## config.mk

```make
export PLATFORM = sky130hd
export DESIGN_NAME = iter_shifter
export DESIGN_NICKNAME = d
export VERILOG_FILES = /design/src/rtl/iter_shifter.sv
export SDC_FILE = /design/constraint.sdc
export NUM_CORES = 1
export LEC_CHECK = 0
export ABC_AREA = 1
export BUFFER_PORTS_ARGS = -buffer_cell sky130_fd_sc_hd__buf_2
export CELL_PAD_IN_SITES_DETAIL_PLACEMENT = 1
export CELL_PAD_IN_SITES_GLOBAL_PLACEMENT = 1
export CORE_MARGIN = 3
export CORE_UTILIZATION = 35
export CTS_BUF_LIST = sky130_fd_sc_hd__clkbuf_8
export CTS_CLUSTER_DIAMETER = 60
export CTS_CLUSTER_SIZE = 10
export DETAILED_ROUTE_END_ITERATION = 7
export GPL_TIMING_DRIVEN = 0
export HOLD_SLACK_MARGIN = 0.02
export PLACE_DENSITY = 0.76
export SETUP_SLACK_MARGIN = 0.3
export SLEW_MARGIN = 20
export SYNTH_ARGS = -nofsm -noshare
export SYNTH_HDL_FRONTEND = slang
export SYNTH_SLANG_ARGS = --single-unit
export TNS_END_PERCENT = 30
```

## constraint.sdc

```tcl
create_clock -name clk -period 1.25 [get_ports clk]
set_input_delay 0.25 -clock clk [delete_from_list [all_inputs] [get_ports clk]]
set_output_delay 0.25 -clock clk [all_outputs]
set_load 0.05 [all_outputs]
```

## src/rtl/iter_shifter.sv

```systemverilog
// Iterative shift unit: one single-bit shift stage per clock until shamt is consumed.
// Optional ITER_SHIFTER_FAST_EN applies four stages per clock while at least four remain.
module iter_shifter #(
   parameter int WIDTH = 32,
   parameter int SHW   = 5
) (
   input  logic             clk,
   input  logic             rst,
   input  logic             start,
   input  logic [1:0]       op,
   input  logic [WIDTH-1:0] a,
   input  logic [SHW-1:0]   shamt,
   output logic             busy,
   output logic             done,
   output logic [WIDTH-1:0] result
);

   typedef enum logic {IDLE, SHIFT} state_t;

   state_t           state_reg;
   logic [WIDTH-1:0] work_reg;
   logic [WIDTH-1:0] work_next;
   logic [SHW-1:0]   cnt_reg;
   logic [SHW-1:0]   cnt_next;
   logic [1:0]       opr_reg;
   logic [WIDTH-1:0] result_reg;
   logic             done_reg;

   function automatic logic [WIDTH-1:0] step(input logic [WIDTH-1:0] w, input logic [1:0] o);
      logic [WIDTH-1:0] r;
      r = w;
      case (o)
         2'b00:   r = {w[WIDTH-2:0], 1'b0};
         2'b01:   r = {1'b0, w[WIDTH-1:1]};
         2'b10:   r = {w[WIDTH-1], w[WIDTH-1:1]};
         default: r = {w[0], w[WIDTH-1:1]};
      endcase
      return r;
   endfunction

`ifdef ITER_SHIFTER_FAST_EN
   logic [WIDTH-1:0] chain [0:4];
   genvar gi;

   assign chain[0] = work_reg;
   generate
      for (gi = 0; gi < 4; gi++) begin : g_step
         assign chain[gi+1] = step(chain[gi], opr_reg);
      end
   endgenerate

   // Take the four-stage path only while enough shift amount remains.
   always_comb begin
      work_next = chain[1];
      cnt_next  = cnt_reg - SHW'(1);
      if (cnt_reg >= SHW'(4)) begin
         work_next = chain[4];
         cnt_next  = cnt_reg - SHW'(4);
      end
   end
`else
   always_comb begin
      work_next = step(work_reg, opr_reg);
      cnt_next  = cnt_reg - SHW'(1);
   end
`endif

   always_ff @(posedge clk) begin
      if (rst) begin
         state_reg  <= IDLE;
         work_reg   <= '0;
         cnt_reg    <= '0;
         opr_reg    <= '0;
         result_reg <= '0;
         done_reg   <= 1'b0;
      end else begin
         done_reg <= 1'b0;
         case (state_reg)
            IDLE: begin
               if (start) begin
                  work_reg  <= a;
                  cnt_reg   <= shamt;
                  opr_reg   <= op;
                  state_reg <= SHIFT;
               end
            end
            SHIFT: begin
               if (cnt_reg == '0) begin
                  result_reg <= work_reg;
                  done_reg   <= 1'b1;
                  state_reg  <= IDLE;
               end else begin
                  work_reg <= work_next;
                  cnt_reg  <= cnt_next;
               end
            end
            default: state_reg <= IDLE;
         endcase
      end
   end

   assign busy   = (state_reg == SHIFT);
   assign done   = done_reg;
   assign result = result_reg;

endmodule

```

==> impl_metrics.yaml <==
timing:
  rsz0062_at_grt: "true"
  finalHoldViolCount: 0
  fmax_ghz: 0.710
  slew_headroom: 0.473
  setup_ws_ns: -0.158
  fin_crit_ns: 1.41
  timing_worst_slew_pin_value_ns: 0.791
  drv_slew: 0
  finalCritPeriodShare: 1.13
  timing.hold.ws_ns: 0.158
  fin_worst_skew_ns: 0.00744
  setup_viol: 68
global_routing:
  first_global_vias: 3795
  grt_pass1_wl_um: 18300
  grt.met1_usage: 0.281
  gr-usage-all-layers: 0.221
  antenna_found_initial: 0
  gr-total-overflow: 0
  grt_start_max_net_pins: 13
  grt_util_met3: 0.0449
  gr-usage-met2: 0.373
  top_usage_layer: "met2"
cts:
  clk_path_buf_depth: 2
  cts.sink_count: 73
  clk_pin_slew_ns: 0.08
  clk_latency_ns: 0.36
  h-tree-depth: 3
  cts_tree: "yes"
  numCtsBuffers: 9
  hold_buffers: 0
  root_buffer: "clkbuf_8"
min_path:
  hold_class: "input pin to flip-flop"
  holdCritStartpoint: "shamt[4]"
critical_path:
  criticalPathCategory: "flip-flop to flip-flop"
  required_ns: 1.49
  crit_path_start_kind: "flip-flop"
  reg2reg_setup_slack_ns: -0.16
  worst_r2r_path_depth: 6
  r2r-start: "cnt_reg[0]"
  reg2reg_to: "result[30]"
  crit_end: "result[30]"
  critPathLaunch: "cnt_reg[0]"
  worstPathMaxFanout: 10
  crit_path_end_kind: "flip-flop"
  cp.arrival_ns: 1.65
cells_and_area:
  multiInputGateArea_mm2: 0.00182
  num_antenna_cells: 0
  nets: 628
  final_cell_mix: "nor2_1 (98), dfxtp_1 (67), o21ai_0 (52)"
  final_cells: 716
  drive_above_1_share: 0.363
  seq_area_mm2: 0.00147
  stdcell_area_mm2: 0.00494
  final_common_cell: "nor2_1"
  fill_cells: 1135
  syn_to_final_growth_pct: 48.5
placed_design:
  gp_congestion: 0.768
  port_buffers: 75
  placed_area_mm2: 0.00389
  post-dp-hpwl_um: 7640
  placed_cells: 689
floorplanning:
  rows: 34
  fp.dieArea_mm2: 0.0107
  start_util: 0.370
  fp.dieW_um: 103
  core_area_mm2: 0.00898
  die_height_um: 103
  ios: 76
detailed_routing:
  drt-total-wl_um: 12000
  viasPerCell: 5.09
  dr.pass1.iters: 4
  vias: 3642
  routedWlPerCell_um: 16.8
  antenna_left: 0
  drc: 0
  drt_iter0_markers: 102
pwr:
  p_int_w: 0.00524
  p_leak_nw: 2.08
  power.density_mw_per_mm2: 1630
  p_clk_frac: 0.325
  combinationalPowerShare: 0.307
  netSwitchingPower_w: 0.00279
  peakVddDrop_uv: 732
  swShare: 0.348
  sequentialPowerShare: 0.368
outcome:
  violations: "setup timing"
  status: "complete, but fails checks"
yosys:
  yosysSeqAreaShare: 0.440
  syn_inst: 488
  synth-seq-cells: 73
  ys_types: 18
  netlist.area_leader.share: 0.440
  yosys.area.top_type: "dfxtp_1"
  yosys_warnings: 0
  avgSynthCellArea_um2: 6.81
  yosys-top-cells-area: "dfxtp_1 (44%), o21ai_0 (13%), nor2_1 (12%)"
  netlist_area_mm2: 0.00332
  syn_nets: 531
flow_run:
  cap_violations: 0
==> worst max-delay path, stage by stage, from the launching register on <==
cell      delay [ns]
dfxtp_2         0.33
inv_2           0.07
ha_4            0.14
nand4_1         0.18
clkbuf_4        0.26
o21ai_0         0.25
a21oi_2         0.05
==> cells by family after synthesis <==
group                    Yosys count  synth area share
AO/OA/AOI/OAI                    169             0.254
AND/OR/NAND/NOR                  167             0.195
buffers and inverters             78             0.107
flip-flops                        73             0.440
adder cells (fa/ha/maj)            1           0.00376
==> cell type report <==
class,instances,share of cell area
repair buffers,86,0.144
clock inverters,5,0.0253
inverters,43,0.0342
clock buffers,11,0.0307
multi-input cells,337,0.369
plain buffers,35,0.0667
well taps,126,0.0319
flip-flops and latches,73,0.298
==> per-stage QoR <==
step / setup TNS (ns) / total power (W) / worst slack, ns / utilization
after floorplan: 0 / 0.00419 / 0.0248 / -
after global placement: -7.66 / 0.00469 / -0.206 / 0.433
after detailed placement: -10.18 / 0.00475 / -0.245 / 0.433
after CTS: -6.18 / 0.00768 / -0.130 / 0.514
after global routing: -10.77 / 0.00840 / -0.214 / 0.550
final: -7.18 / 0.00803 / -0.158 / 0.550
==> cells in the mapped netlist, drive strengths merged <==
cell type	count
a21oi	39
buf	22
clkbuf	13
dfxtp	73
ha	1
inv	43
nand2	53
nand3	9
nand4	1
nor2	103
o21ai	130
or2	1
==> worst min path at each step <==
stage,slack (ns),to,cells after the start
finish,0.16,cnt_reg[4],3
global placement,0.43,result[1],2
global route,0.17,cnt_reg[3],2
detailed placement,0.43,result[9],2
CTS,0.16,cnt_reg[3],2
floorplan,0.32,cnt_reg[3],1
==> metal layers <==
layer,part of all wire,up-vias
met4,0.020,0
met1,0.44,1756
met2,0.50,83
met3,0.037,18
met5,0,-
li1,-,1785
==> power by group through the flow <==
stage               Sequential, W  Combinational (W)  Clock, W
CTS                       0.00290            0.00217   0.00261
floorplan                 0.00322           0.000972         0
detailed placement        0.00290            0.00186         0
global placement          0.00288            0.00180         0
global route              0.00299            0.00268   0.00272
finish                    0.00295            0.00247   0.00261
==> timing repair <==
action	in CTS	in global routing
pin swaps	5	17
cloned	3	2
setup endpoints to repair	106	106
buffers inserted	5	1
gates resized for setup	135	93
(Power assumes the default switching activity.)
